**config.mk**
```make
export PLATFORM = sky130hd
export DESIGN_NAME = control_sequencer
export DESIGN_NICKNAME = d
export VERILOG_FILES = /design/src/rtl/control_sequencer.sv
export SDC_FILE = /design/constraint.sdc
export NUM_CORES = 1
export LEC_CHECK = 0
export CAP_MARGIN = 20
export CORE_MARGIN = 2
export CORE_UTILIZATION = 39
export CTS_BUF_LIST = sky130_fd_sc_hd__clkbuf_4 sky130_fd_sc_hd__clkbuf_8
export CTS_CLUSTER_SIZE = 10
export DETAILED_ROUTE_END_ITERATION = 10
export HOLD_SLACK_MARGIN = 0.03
export PLACE_DENSITY = 0.86
export SETUP_SLACK_MARGIN = 0.2
export SLEW_MARGIN = 20
export SYNTH_ARGS = -nofsm -noshare
export SYNTH_HDL_FRONTEND = slang
export SYNTH_SLANG_ARGS = --single-unit
```
**constraint.sdc**
```tcl
create_clock -name clock -period 2.9 [get_ports clock]
set_input_delay 0.435 -clock clock [delete_from_list [all_inputs] [get_ports clock]]
set_output_delay 0.435 -clock clock [all_outputs]
set_load 0.01 [all_outputs]
```
**src/rtl/control_sequencer.sv**
```systemverilog
// rtl/control_sequencer.sv - multi-cycle fetch/decode/execute control FSM for the RISC datapath; optional MEM_TIMEOUT_EN bounds memory waits
module control_sequencer #(
    parameter logic [4:0] INC_OP         = 5'd31,
    parameter int         TIMEOUT_CYCLES = 16
) (
    input  logic        clock,
    input  logic        clear,
    input  logic [31:0] ir,
    input  logic        mem_ready,
    output logic [15:0] reg_out,
    output logic [15:0] reg_in,
    output logic        pc_out,
    output logic        mdr_out,
    output logic        hi_out,
    output logic        lo_out,
    output logic        zhigh_out,
    output logic        zlow_out,
    output logic        c_out,
    output logic        inport_out,
    output logic        pc_in,
    output logic        ir_in,
    output logic        y_in,
    output logic        z_in,
    output logic        mdr_in,
    output logic        mar_in,
    output logic        hi_in,
    output logic        lo_in,
    output logic        read,
    output logic        write,
    output logic [4:0]  alu_op,
    output logic [31:0] c_value,
    output logic        halted,
    output logic        illegal,
    output logic        mem_fault
);

    typedef enum logic [3:0] {RST, F0, F1, F2, T3, T4, T5, T6, T7, HALT} stateType;

    stateType state, nextState;

    logic [4:0]  op;
    logic [15:0] raSel, rbSel, rcSel;
    logic        isR, isI, isLd, isSt, isMulDiv, isNegNot, isMfhi, isMflo, isHalt, isIllegal;
    logic [4:0]  execAlu;
    logic        waiting, timeoutHit;

    assign op      = ir[31:27];
    assign raSel   = 16'd1 << ir[26:23];
    assign rbSel   = 16'd1 << ir[22:19];
    assign rcSel   = 16'd1 << ir[18:15];
    assign c_value = {{13{ir[18]}}, ir[18:0]};

    assign isR       = (op <= 5'd8);
    assign isI       = (op >= 5'd9) && (op <= 5'd11);
    assign isLd      = (op == 5'd12);
    assign isSt      = (op == 5'd13);
    assign isMulDiv  = (op == 5'd14) || (op == 5'd15);
    assign isNegNot  = (op == 5'd16) || (op == 5'd17);
    assign isMfhi    = (op == 5'd18);
    assign isMflo    = (op == 5'd19);
    assign isHalt    = (op == 5'd21);
    assign isIllegal = (op >= 5'd22);

    // States that sit waiting for mem_ready
    assign waiting = (state == F1) || ((state == T6) && isLd) || ((state == T7) && isSt);

    // Immediate ops map onto the add/and/or ALU codes; everything else passes op through
    always_comb begin
        execAlu = op;
        if (op == 5'd9)       execAlu = 5'd0;
        else if (op == 5'd10) execAlu = 5'd2;
        else if (op == 5'd11) execAlu = 5'd3;
    end

`ifdef MEM_TIMEOUT_EN
    localparam int CW = $clog2(TIMEOUT_CYCLES + 1);
    logic [CW-1:0] waitCnt;
    logic          memFault;

    assign timeoutHit = waiting && !mem_ready && (waitCnt == CW'(TIMEOUT_CYCLES - 1));
    assign mem_fault  = memFault;

    // Wait counter restarts whenever a wait state is (re)entered; fault is sticky until reset
    always_ff @(posedge clock or negedge clear) begin
        if (!clear) begin
            waitCnt  <= '0;
            memFault <= 1'b0;
        end else begin
            if (!waiting)        waitCnt <= '0;
            else if (!mem_ready) waitCnt <= waitCnt + CW'(1);
            if (timeoutHit)      memFault <= 1'b1;
        end
    end
`else
    logic unusedTimeoutCfg;
    assign unusedTimeoutCfg = ^TIMEOUT_CYCLES;
    assign timeoutHit       = 1'b0;
    assign mem_fault        = 1'b0;
`endif

    // State register
    always_ff @(posedge clock or negedge clear) begin
        if (!clear) state <= RST;
        else        state <= nextState;
    end

    // Next-state sequencing
    always_comb begin
        nextState = state;
        case (state)
            RST:  nextState = F0;
            F0:   nextState = F1;
            F1:   nextState = timeoutHit ? HALT : (mem_ready ? F2 : F1);
            F2:   nextState = T3;
            T3:   nextState = isHalt ? HALT :
                              (isMfhi || isMflo || !(isR || isI || isLd || isSt || isMulDiv || isNegNot)) ? F0 : T4;
            T4:   nextState = T5;
            T5:   nextState = (isLd || isSt || isMulDiv) ? T6 : F0;
            T6:   nextState = isLd ? (timeoutHit ? HALT : (mem_ready ? T7 : T6)) :
                              isSt ? T7 : F0;
            T7:   nextState = isSt ? (timeoutHit ? HALT : (mem_ready ? F0 : T7)) : F0;
            HALT: nextState = HALT;
            default: nextState = RST;
        endcase
    end

    // Moore output decode from state and IR fields
    always_comb begin
        reg_out = '0;  reg_in = '0;
        pc_out = 1'b0; mdr_out = 1'b0; hi_out = 1'b0; lo_out = 1'b0;
        zhigh_out = 1'b0; zlow_out = 1'b0; c_out = 1'b0; inport_out = 1'b0;
        pc_in = 1'b0; ir_in = 1'b0; y_in = 1'b0; z_in = 1'b0;
        mdr_in = 1'b0; mar_in = 1'b0; hi_in = 1'b0; lo_in = 1'b0;
        read = 1'b0; write = 1'b0; alu_op = '0; halted = 1'b0; illegal = 1'b0;
        case (state)
            F0: begin pc_out = 1'b1; mar_in = 1'b1; z_in = 1'b1; alu_op = INC_OP; end
            F1: begin zlow_out = 1'b1; pc_in = 1'b1; read = 1'b1; mdr_in = 1'b1; end
            F2: begin mdr_out = 1'b1; ir_in = 1'b1; end
            T3: begin
                alu_op  = execAlu;
                illegal = isIllegal;
                if (isR || isI || isLd || isSt) begin reg_out = rbSel; y_in = 1'b1; end
                else if (isMulDiv)              begin reg_out = raSel; y_in = 1'b1; end
                else if (isMfhi)                begin hi_out = 1'b1; reg_in = raSel; end
                else if (isMflo)                begin lo_out = 1'b1; reg_in = raSel; end
            end
            T4: begin
                alu_op = execAlu;
                if (isR)                          begin reg_out = rcSel; z_in = 1'b1; end
                else if (isNegNot || isMulDiv)    begin reg_out = rbSel; z_in = 1'b1; end
                else if (isI)                     begin c_out = 1'b1; z_in = 1'b1; end
                else if (isLd || isSt)            begin c_out = 1'b1; z_in = 1'b1; alu_op = 5'd0; end
            end
            T5: begin
                alu_op   = execAlu;
                zlow_out = 1'b1;
                if (isLd || isSt)  mar_in = 1'b1;
                else if (isMulDiv) lo_in  = 1'b1;
                else               reg_in = raSel;
            end
            T6: begin
                alu_op = execAlu;
                if (isLd)      begin read = 1'b1; mdr_in = 1'b1; end
                else if (isSt) begin reg_out = raSel; mdr_in = 1'b1; end
                else           begin zhigh_out = 1'b1; hi_in = 1'b1; end
            end
            T7: begin
                alu_op = execAlu;
                if (isLd) begin mdr_out = 1'b1; reg_in = raSel; end
                else      write = 1'b1;
            end
            HALT: halted = 1'b1;
            default: ;
        endcase
    end

endmodule
```
After elaboration in Yosys (flattened, before gate mapping)

Cells that the tools add are included.

Order comparisons: 4
Eq/ne operators: 21
Shift-type cells: 3
Multiplexer cells: 73
Reduce and logical (&&, ||, !) cells: 17

Operators with widths:

| kind                   | number |
|---|---|
| $mux W16               | 13 |
| $pmux W16 S3           | 2 |
| $shl A1 B4 Y16 const A | 3 |
| $pmux W4 S10           | 1 |
| $mux W1                | 36 |
| $eq A5 B4 Y1 const B   | 7 |
| $mux W5                | 7 |
| $eq A5 B5 Y1 const B   | 5 |
| $mux W4                | 6 |
| $eq A4 B3 Y1 const B   | 4 |
| $pmux W5 S3            | 1 |
| $logic_or A1 B1 Y1     | 12 |
| $le A5 B4 Y1 const B   | 2 |
| $pmux W1 S2            | 5 |
| $eq A4 B2 Y1 const B   | 2 |
| $eq A4 B4 Y1 const B   | 2 |
| $mux W3                | 2 |
| $ge A5 B4 Y1 const B   | 1 |
| $ge A5 B5 Y1 const B   | 1 |
| $eq A4 B1 Y1 const B   | 1 |
| $logic_not A4 Y1       | 1 |
| $reduce_or A4 Y1       | 1 |
| $reduce_or A2 Y1       | 1 |
| $logic_and A1 B1 Y1    | 1 |
| $logic_not A1 Y1       | 1 |

Register bits: 4
Input port bits: 35
Output and inout port bits: 90
Word-level logic and storage cells: 119

Depth between registers and ports, before layout

Depth in word-level cells: 12
Gate-level depth with buffers: 6
Gate-level depth less buffers: 4

Worst setup path after synthesis

Ideal clock, no wire load.

Path type: input to output
Start point: input ir[28]
End point: output reg_out[12]
Arrival: 1.987 ns
Required time: 2.465 ns
Path slack: 0.478 ns
Stages on the path: 5
Path buffers: 1
Cell sequence: buf_2 or4b_2 a21oi_2 nor2_4 o31ai_1

Word-level cells in the longest chain between the ends: 7
Elaborated cells on any way between the ends: 23
Classes of those cells: order compare (3); eq/ne (6); mux (7); reduce/logical (7)

Ends and longest elaborated chain:

| element                                             | line | RTL |
|---|---|---|
| from (decl)                                         | 8    | `input logic [31:0] ir,` |
| $ge A5 B4 Y1 / $le A5 B4 Y1 (equally long branches) | 54   | `assign isI = (op >= 5'd9) && (op <= 5'd11);` |
| $logic_and A1 B1 Y1                                 | 54   |  |
| $logic_or A1 B1 Y1 (3 in series)                    | 142  | `if (isR \|\| isI \|\| isLd \|\| isSt) begin reg_out = rbSel; y_in = 1'b1; end` |
| $mux W16                                            | 142  |  |
| $pmux W16 S3 *                                      | 135  | `case (state)` |
| to (decl)                                           | 10   | `output logic [15:0] reg_out,` |

Every way passes the cells marked *; elsewhere a longest branch is shown, timed or not.

Final worst setup path

Start point: register state[0]
End point: output reg_out[13]

Word-level cells in the longest chain between the ends: 2
Elaborated cells on any way between the ends: 4
Classes of those cells: eq/ne (3); mux (1)

Ends and longest elaborated chain:

| element                | line | RTL |
|---|---|---|
| from (decl)            | 39   | `stateType state, nextState;` |
| from (signal assigned) | 104  | `else state <= nextState;` |
| $eq A4 B3 Y1           | 135  |  |
| $pmux W16 S3 *         | 135  |  |

Marks and branches as above.

==> Flow_metrics.wiki <==
{| class="wikitable"
! Metric !! Value
|-
| Area fraction in compound gates after synthesis || 28.7%
|-
| Global-route wire length before repair || 10.5 mm
|-
| Fin util || 67.2%
|-
| Pin count of the biggest net entering global routing || 16
|-
| Most heavily used metal layer in global routing || met2
|-
| Largest vdd supply drop || 0.237 mV
|-
| Multiplexer share of the synthesized area || 0%
|-
| Number of remaining DRC errors || 0
|-
| Number of warning messages in the yosys log || 0
|-
| Top Ports || 125
|-
| Fmax || 0.363 GHz
|-
| Die ar. || 5090 um2
|-
| Met3 demand-to-capacity share in global routing || 2.81%
|-
| Cell seen most often among critical-path stages || buf_6
|-
| Top FF cell, synth || dfrtp_1
|-
| # port buffers || 92
|-
| Post-synthesis sequential area ratio || 5.65%
|-
| Count of pins over their slew limit || 0
|-
| DR vias/cell || 6.04
|-
| Number of hold violations in the final report || 0
|-
| Clock-pin slew reported for the worst setup and hold paths after clock tree synthesis || 0.03 ns
|-
| Count of nets after finishing || 407
|-
| Number of library cell types mapped by synthesis || 55
|-
| Post-Synth Simple-Gate Area || 44.3%
|-
| Outcome || completed
|-
| Critical path's largest stage delay || 0.58 ns
|-
| Num rows || 24
|-
| Number of buffers inserted for hold repair after clock tree synthesis || 0
|-
| GR met2 Demand/Resource || 42.4%
|-
| Die H || 71.4 um
|-
| Post-Synthesis Mean Instance Area || 6.49 um2
|-
| FF+latch count, synth || 4
|-
| Max H-tree Level || 1
|-
| Buffers plus inverters on the worst setup path || 4
|-
| Yosys top cell by area || buf_4
|-
| Vias in the first global route || 2296
|-
| Register with the highest flop count || state
|-
| Setup CP Type || register to output pin
|-
| Number of buffers created by CTS || 3
|-
| Crit Path Max Fanout || 7
|-
| Die Width || 71.4 um
|-
| CP delay by family, top || simple AND/OR/NAND/NOR gates
|-
| Met1 Track Usage GR || 31.1%
|-
| Max Cap Violations || 0
|-
| Number of setup violations in the final report || 0
|-
| Share of the synthesized area in the top cell type || 15.3%
|-
| Clk_skew || 0.00104 ns
|-
| Async set-reset flop share out of synthesis || 100%
|-
| Routability cong. || 0.977
|-
| Layout cells sized above 1 || 30.0%
|-
| Antenna Diode Count || 0
|-
| RSZ-0062 raised after global routing || true
|-
| HPWL Detailed || 4.85 mm
|-
| Overflow left after global routing || 0
|-
| Effective utilization at floorplan || 40.7%
|-
| DP Cell Count || 397
|-
| Number of violations reported at the end of detailed-routing iteration 0 || 353
|-
| Worst path required time || 2.47 ns
|-
| Clock insertion delay at the later pin of the skew report || 0.22 ns
|-
| Gate count after technology mapping || 273
|-
| Power per cell area || 430 nW/um2
|-
| Pleak || 1.21 nW
|-
| Slowest library cell on the worst path || or4b_4
|-
| Biggest registers after layout || state (4)
|-
| Area growth from synthesis to layout || 65.3%
|-
| Synth cell count leaders || buf_4, nand2_1, nor2_1
|-
| Max FFs per register || 4
|-
| Routed wire length || 6.98 mm
|-
| Layout Cells excl Fill || 422
|-
| Kind of launch point of the worst setup path || register
|-
| Core area || 4350 um2
|-
| XOR/XNOR share of the synthesized area || 0%
|-
| Initial antenna violation count || 0
|-
| Most frequent cell after synthesis || buf_4
|-
| Final cycle utilization of the critical path || 94.9%
|-
| Post-DRT Antenna Nets || 0
|-
| Maximum clock path buffer count || 2
|-
| GRT Resource Usage Total || 24.5%
|-
| Non-Filler Cell Area, Final || 2930 um2
|-
| Largest family of logic cells by synthesized area || simple AND/OR/NAND/NOR gates
|-
| Cell Area, Placed || 2680 um2
|-
| Kind of end point of the critical path || output pin
|-
| Root buf cell || clkbuf_8
|-
| Combined area of all synthesized cells || 1770 um2
|-
| Adder-Cell Fraction of Synth Area || 0%
|-
| CTS tree || built
|-
| Post-synth EDFFs || 0
|-
| Cells traversed along the worst timing path || or4b_4 -> a311oi_4 -> buf_4 -> nor2_4 -> buf_6 -> buf_6 -> o31ai_4 -> buf_2
|-
| Worst hold path class || input pin to asynchronous set/reset pin
|-
| Routed len/inst || 16.5 um
|-
| Total power after layout || 1.26 mW
|-
| TritonCTS sink count || 4
|-
| Shortest period the worst path allows || 2.75 ns
|-
| Synth top area cells || buf_4, nand2_1, dfrtp_1
|-
| Via count || 2548
|-
| Number of detailed-route iterations in the first pass || 6
|-
| Arrival time worst endpoint || 2.32 ns
|}
stage by stage:
step                      setup TNS, ns  worst slack, ns  hold WS, ns
after CTS                             0            0.155        0.422
final                                 0            0.148        0.422
after global placement            -8.87           -0.390        0.647
after floorplan                       0            0.478        0.139
after detailed placement          -9.90           -0.422        0.653
after global routing                  0           0.0645        0.434
worst paths after layout:
path,cells past startpoint,from,endpoint,slack (ns)
max,8,state[0]$_DFF_PN0_,reg_out[13],0.15
min in group clock,2,state[0]$_DFF_PN0_,state[1]$_DFF_PN0_,0.69
min,1,clear,state[2]$_DFF_PN0_,0.42
min reg2reg,2,state[0]$_DFF_PN0_,state[1]$_DFF_PN0_,0.69
max in group asynchronous,1,clear,state[0]$_DFF_PN0_,2.30
max reg2reg,5,state[0]$_DFF_PN0_,state[3]$_DFF_PN0_,1.24
kinds of logic (layout without fill, tap and decap cells):
group / Yosys count / in the layout
simple gates: 146 / 146
compound gates: 61 / 61
buf+inv: 61 / 157
flops: 4 / 4
other cells: 1 / 2
routing by layer:
metal  wire [um]  up-vias  part of all wire (%)
met5           0        -                     0
met4         175        0                   2.5
met3         624       26                   8.9
met2        3420      171                    49
met1        2760     1186                    40
li1            -     1165                     -
placed cells by master, fill, tap and decap left out, types with 9 or more instances in the layout:
master            n
buf_2            19
buf_4            48
nor3_1           18
nor2_1           26
o21ai_0           9
dlygate4sd2_1    15
nand2b_1         15
clkdlybuf4s50_1  51
a22oi_1           9
nand2_1          34
power by group:
group	total, mW	internal (mW)	switching, mW
clock network	0.118	0.0885	0.0293
registers	0.124	0.0818	0.0426
logic	1.02	0.508	0.509
worst reg2reg max path, cell delays in order (launching register included):
cell and delay [ns]:
dfrtp_2 0.45, or4b_1 0.59, buf_4 0.19, o21ai_0 0.14, a21oi_1 0.09, o41ai_1 0.07
final cells by class:
class                   count  area [um2]
fillers                   341        1430
flip-flops and latches      4         104
inverters                   6        22.5
clock buffers               3        41.3
well taps                  52        65.1
repair buffers            148        1260
multi-input cells         209        1430
repair_timing:
| action | CTS | global route |
|---|---|---|
| buffers inserted | 17 | 5 |
| gates resized for setup | 126 | 16 |
| pin swaps | 7 | 6 |
| setup endpoints to repair | 45 | 19 |
Power figures use the tool's default switching activity.
